[src/rtl/seg_pkg.sv]
// seg_pkg: shared state encoding and display constants for the digit scheduler
package seg_pkg;
  typedef enum logic [1:0] {DIG0, BLANK0, DIG1, BLANK1} state_t;
  localparam logic [6:0] SEG_BLANK = 7'h7F;
  localparam logic [1:0] AN_OFF = 2'b11;
  function automatic state_t next_state(input state_t s);
    return s == DIG0 ? BLANK0 : s == BLANK0 ? DIG1 : s == DIG1 ? BLANK1 : DIG0;
  endfunction
  function automatic logic is_digit(input state_t s);
    return s == DIG0 || s == DIG1;
  endfunction
endpackage

[src/rtl/sevenseg_decoder.sv]
// sevenseg_decoder: 4-bit hex to active-low 7-segment glyph, seg[0]=a .. seg[6]=g
module sevenseg_decoder (
  input  logic [3:0] i_hex,
  output logic [6:0] o_seg
);
  always_comb begin
    o_seg = 7'h7F;
    case (i_hex)
      4'h0: o_seg = 7'h40;
      4'h1: o_seg = 7'h79;
      4'h2: o_seg = 7'h24;
      4'h3: o_seg = 7'h30;
      4'h4: o_seg = 7'h19;
      4'h5: o_seg = 7'h12;
      4'h6: o_seg = 7'h02;
      4'h7: o_seg = 7'h78;
      4'h8: o_seg = 7'h00;
      4'h9: o_seg = 7'h10;
      4'hA: o_seg = 7'h08;
      4'hB: o_seg = 7'h03;
      4'hC: o_seg = 7'h46;
      4'hD: o_seg = 7'h21;
      4'hE: o_seg = 7'h06;
      4'hF: o_seg = 7'h0E;
      default: o_seg = 7'h7F;
    endcase
  end
endmodule

[src/rtl/seg_mux_sched.sv]
// seg_mux_sched: two-digit multiplexed 7-segment scheduler with blanking dead time
module seg_mux_sched
  import seg_pkg::*;
#(
  parameter int DWELL_CYCLES = 24000,
  parameter int BLANK_CYCLES = 240
) (
  input  logic       clk,
  input  logic       reset,
  input  logic       disp_en,
  input  logic [3:0] s0,
  input  logic [3:0] s1,
  output logic [6:0] seg,
  output logic [1:0] an,
  output logic       slot_start
);
  localparam int MAXC = DWELL_CYCLES > BLANK_CYCLES ? DWELL_CYCLES : BLANK_CYCLES;
  localparam int CW = MAXC > 1 ? $clog2(MAXC) : 1;
  generate
    if (DWELL_CYCLES < 1 || BLANK_CYCLES < 1) begin : g_bad_params
      $error("seg_mux_sched: DWELL_CYCLES and BLANK_CYCLES must both be >= 1");
    end
  endgenerate
  state_t r_state, w_next;
  logic [CW-1:0] r_cnt, w_lim;
  logic [3:0] r_digit;
  logic [6:0] w_glyph;
  logic w_expire, w_dig;
  sevenseg_decoder u_dec (.i_hex(r_digit), .o_seg(w_glyph));
  always_comb begin
    w_dig = is_digit(r_state);
    w_lim = w_dig ? CW'(DWELL_CYCLES - 1) : CW'(BLANK_CYCLES - 1);
    w_expire = r_cnt == w_lim;
    // disable wins over an expiring count and parks in BLANK1 so re-enable gets full dead time
    w_next = !disp_en ? BLANK1 : w_expire ? next_state(r_state) : r_state;
  end
  always_ff @(posedge clk) begin
    if (reset) begin
      r_state <= BLANK1;
      r_cnt <= '0;
      r_digit <= '0;
    end else begin
      r_state <= w_next;
      r_cnt <= (!disp_en || w_expire) ? '0 : r_cnt + 1'b1;
      if (disp_en && w_expire && w_next == DIG0) r_digit <= s0;
      if (disp_en && w_expire && w_next == DIG1) r_digit <= s1;
    end
  end
  always_comb begin
    an = r_state == DIG0 ? 2'b10 : r_state == DIG1 ? 2'b01 : AN_OFF;
    seg = w_dig ? w_glyph : SEG_BLANK;
    slot_start = w_dig && r_cnt == '0;
  end
endmodule
[config.mk]
export PLATFORM = sky130hd
export DESIGN_NAME = seg_mux_sched
export DESIGN_NICKNAME = d
export VERILOG_FILES = /design/src/rtl/seg_pkg.sv /design/src/rtl/sevenseg_decoder.sv /design/src/rtl/seg_mux_sched.sv
export SDC_FILE = /design/constraint.sdc
export NUM_CORES = 1
export LEC_CHECK = 0
export CAP_MARGIN = 20
export CORE_UTILIZATION = 25
export DETAILED_ROUTE_END_ITERATION = 10
export PLACE_DENSITY = 0.43
export SYNTH_ARGS = -nofsm -noshare
export SYNTH_HDL_FRONTEND = slang
export SYNTH_SLANG_ARGS = --single-unit
[constraint.sdc]
create_clock -name clk -period 2.54 [get_ports clk]
set_input_delay 0.254 -clock clk [delete_from_list [all_inputs] [get_ports clk]]
set_output_delay 0.254 -clock clk [all_outputs]
set_load 0.1 [all_outputs]
==> insert_results.sql <==
INSERT INTO impl_metrics (metric_group, metric, value, unit) VALUES
('status', 'run_status', 'complete, no violations', ''),
('clocking', 'cts_tree', 'done', ''),
('placement', 'io_buffer_count', '20', ''),
('routing', 'via_count', '1323', ''),
('clocking', 'worstSkewPairLatency', '0.27', 'ns'),
('clocking', 'numClockSinks', '28', ''),
('synthesis', 'number_of_storage_elements_in_the_synthesis_netlist', '28', ''),
('critical_path', 'timing.critical_path.required', '2.70', 'ns'),
('global_route', 'grt_max_degree', '15', ''),
('sta', 'final.setup_skew', '0.00300', 'ns'),
('global_route', 'number_of_global_route_vias_before_repair', '1346', ''),
('routing', 'detail-route-antenna-nets', '0', ''),
('critical_path', 'setup.worst_path.start_class', 'register', ''),
('critical_path', 'critical_path.reg2reg.startpoint', 'r_cnt[10]', ''),
('final_layout', 'finish.net_count', '249', ''),
('final_layout', 'area.growth.synth_to_final', '34.7', '%'),
('sta', 'grt_setup_unrepaired', 'true', ''),
('power_and_ir_drop', 'leakagePower', '0.882', 'nW'),
('synthesis', 'ys_types', '49', ''),
('power_and_ir_drop', 'vdd_ir_drop_max', '202', 'µV'),
('die', 'fp.dieW', '83.6', 'µm'),
('critical_path', 'r2r_end', 'u_dec.o_seg[1]', ''),
('critical_path', 'worst_reg_to_reg_path_cell_count', '8', ''),
('clocking', 'cts_root_cell', 'sky130_fd_sc_hd__clkbuf_8', ''),
('final_layout', 'diodes', '0', ''),
('critical_path', 'critical_path_class', 'register to register', ''),
('die', 'fp-row-count', '29', ''),
('sta', 'timing.final.crit_share', '98.7', '%'),
('final_layout', 'fin_area', '0.00224', 'mm²'),
('critical_path', 'critPathArrivalTime', '2.67', 'ns'),
('clocking', 'clock_tree.htree_level_count', '1', ''),
('routing', 'first_pass_iters', '4', ''),
('synthesis', 'synth_area_leaders', 'sky130_fd_sc_hd__dfxtp_1 (34%), sky130_fd_sc_hd__ha_1 (8.3%), sky130_fd_sc_hd__nor2_1 (4.3%)', ''),
('die', 'effective_utilization_at_floorplan', '26.1', '%'),
('placement', 'dp_hpwl', '2840', 'µm'),
('global_route', 'antenna_found_initial', '0', ''),
('clocking', 'clockBufferDepth', '2', ''),
('die', 'core_footprint', '0.00639', 'mm²'),
('clocking', 'cts.clk_slew.worst_paths', '0.09', 'ns'),
('synthesis', 'synth.largest_area_cell', 'sky130_fd_sc_hd__dfxtp_1', ''),
('synthesis', 'synth-seq-area-share', '33.7', '%'),
('die', 'die_height', '83.6', 'µm'),
('sta', 'setup_viol', '0', ''),
('sta', 'max_clock_freq', '0.399', 'GHz'),
('routing', 'drt-vias-per-instance', '4.38', ''),
('critical_path', 'worst_setup_path_end_kind', 'register', ''),
('hold_path', 'worstHoldPathType', 'register to register', ''),
('hold_path', 'worstHoldPathCells', '1', ''),
('die', 'design.die.area', '0.00699', 'mm²'),
('synthesis', 'synth_edf_count', '0', ''),
('final_layout', 'layout-drive-gt1-share', '32.4', '%'),
('global_route', 'grt_pass1_wl', '6210', 'µm'),
('routing', 'finalWirelength', '3660', 'µm'),
('critical_path', 'worstSetupStartpoint', 'r_cnt[10]', ''),
('synthesis', 'synth_warnings', '0', ''),
('synthesis', 'ys_dominant_reg_cell', 'sky130_fd_sc_hd__dfxtp_1', ''),
('routing', 'wl_per_cell', '12.1', 'µm'),
('critical_path', 'critical_path.endpoint', 'u_dec.o_seg[1]', ''),
('synthesis', 'synthesis.area', '0.00167', 'mm²'),
('global_route', 'grt_use_total', '10.8', '%'),
('routing', 'drt_first_iter_violations', '28', ''),
('synthesis', 'async_flop_share', '0', '%'),
('sta', 'slew-limit-headroom', '67.5', '%'),
('sta', 'fin_crit', '2.51', 'ns'),
('global_route', 'grt.overflow.total', '0', ''),
('die', 'ios', '21', ''),
('placement', 'finalWeightedCongestion', '0.772', ''),
('power_and_ir_drop', 'power.density_cell_area', '320', 'mW/mm²'),
('clocking', 'numCtsBuffers', '3', ''),
('routing', 'drcViolationCount', '0', ''),
('synthesis', 'synth_top_area_share', '33.7', '%'),
('placement', 'placement.cell_area', '0.00209', 'mm²'),
('synthesis', 'postSynthCellCount', '184', ''),
('synthesis', 'synth_fp_nets', '206', ''),
('sta', 'hold_viol_final', '0', ''),
('sta', 'finalWorstSetupSlack', '0.0319', 'ns'),
('sta', 'finalMaxSlewViolations', '0', ''),
('critical_path', 'timing.reg2reg.setup_slack', '0.03', 'ns'),
('sta', 'tightestPinTransition', '0.486', 'ns'),
('placement', 'post-place-ws', '0.00109', 'ns'),
('synthesis', 'synth_area_per_cell', '9.05', 'µm²'),
('critical_path', 'critPathMaxFanout', '6', ''),
('flow_run', 'max_cap_viol_count', '0', '');
[cell families after synthesis]
logic type                 count (synthesis)  synth area share, %
AOI/OAI and AO/OA                         29                 15.9
adders and majority gates                 11                 8.26
DFF                                       28                 33.7
buffers and inverters                     24                 6.23
xor gates and xnor gates                  13                 6.84
muxes                                      5                 3.08
and+or+nand+nor                           74                 26.1
[cell usage in the layout, fill, tap and decap left out, drive strengths merged, types with 4 or more instances in the layout]
cell type and n:
ha 11, buf 31, mux2i 4, xor2 5, a211oi 6, dfxtp 28
o21ai 5, xnor2 8, nand2 11, or2 7, nor3 5, clkdlybuf4s50 10
nor2 19, and3 7, inv 21, nand3 9
[Yosys cell counts (all sizes together) (2+ instances only)]
library cell   n
a211o          2
a211oi         6
a21o           2
a21oi          3
and3           7
and4           2
buf            2
dfxtp         28
ha            11
inv           21
mux2i          4
nand2         11
nand3          9
nor2          19
nor2b          2
nor3           5
nor3b          2
nor4           2
nor4b          2
o2111ai        3
o21a           3
o21ai          5
or2            7
or3            2
xnor2          8
xor2           5
[final cells by class]
cell class                      count  area [µm²]
Timing Repair Buffer               41         358
Sequential cell                    28         569
Multi-Input combinational cell    132        1090
Fill cell                         681        4140
Inverter                           21        83.8
Clock buffer                        3        41.3
Tap cell                           77        96.3
[registers in the layout, indices dropped and copies added (netlist names)]
| name | count |
|---|---|
| r_state | 2 |
| u_dec.o_seg | 7 |
| r_cnt | 15 |
| r_digit | 4 |
[how the worst min path moves through the flow]
stage | startpoint | endpoint
after floorplan | reset | r_state[1]
after global placement | r_cnt[0] | r_cnt[0]
after detailed placement | r_cnt[0] | r_cnt[0]
after CTS | r_cnt[0] | r_cnt[0]
after global routing | r_cnt[0] | r_cnt[0]
final | r_cnt[0] | r_cnt[0]
[layer usage]
layer,up-vias,GRT usage [%],routed length (µm)
li1,714,-,-
met1,595,14.2,1860
met2,12,17.9,1690
met3,2,2.77,83
met4,0,2.16,27
met5,-,0,0
[worst max-delay path, cell delays in order, from the launching register on]
cell                      delay [ns]
sky130_fd_sc_hd__dfxtp_4        0.37
sky130_fd_sc_hd__nor4_4         0.35
sky130_fd_sc_hd__nand3_4        0.20
sky130_fd_sc_hd__a21o_4         0.29
sky130_fd_sc_hd__a21o_1         0.19
sky130_fd_sc_hd__a211o_4        0.37
sky130_fd_sc_hd__ha_4           0.28
sky130_fd_sc_hd__nor3_1         0.05
sky130_fd_sc_hd__a311o_1        0.31
[stage by stage]
| step | cells | setup TNS, ns | utilization (%) | hold slack, ns | power, mW |
|---|---|---|---|---|---|
| 6_report | 302 | 0 | 35.1 | 0.487 | 0.719 |
| 5_1_grt | 302 | -0.0987 | 35.1 | 0.520 | 0.754 |
| 4_1_cts | 301 | 0 | 33.6 | 0.480 | 0.735 |
| 3_5_place_dp | 298 | 0 | 32.8 | 0.456 | 0.490 |
| 3_3_place_gp | 298 | 0 | 32.8 | 0.440 | 0.491 |
| 2_1_floorplan | 184 | 0 | - | 0.395 | 0.466 |
[timing repair]
item | CTS | global route
buffers inserted | 0 | 1
resized for setup | 1 | 18
hold buffers | 0 | 0
endpoints found under the setup margin | 1 | 5
pin swaps | 0 | 6
cloned | 0 | 0
[power breakdown]
part	leakage, nW	switching, mW	internal, mW
Combinational	0.632	0.0170	0.0209
Sequential	0.229	0.00140	0.439
Clock	0.0216	0.134	0.106
Total	0.882	0.152	0.566
Note: power is estimated with default switching activity, not from simulation.
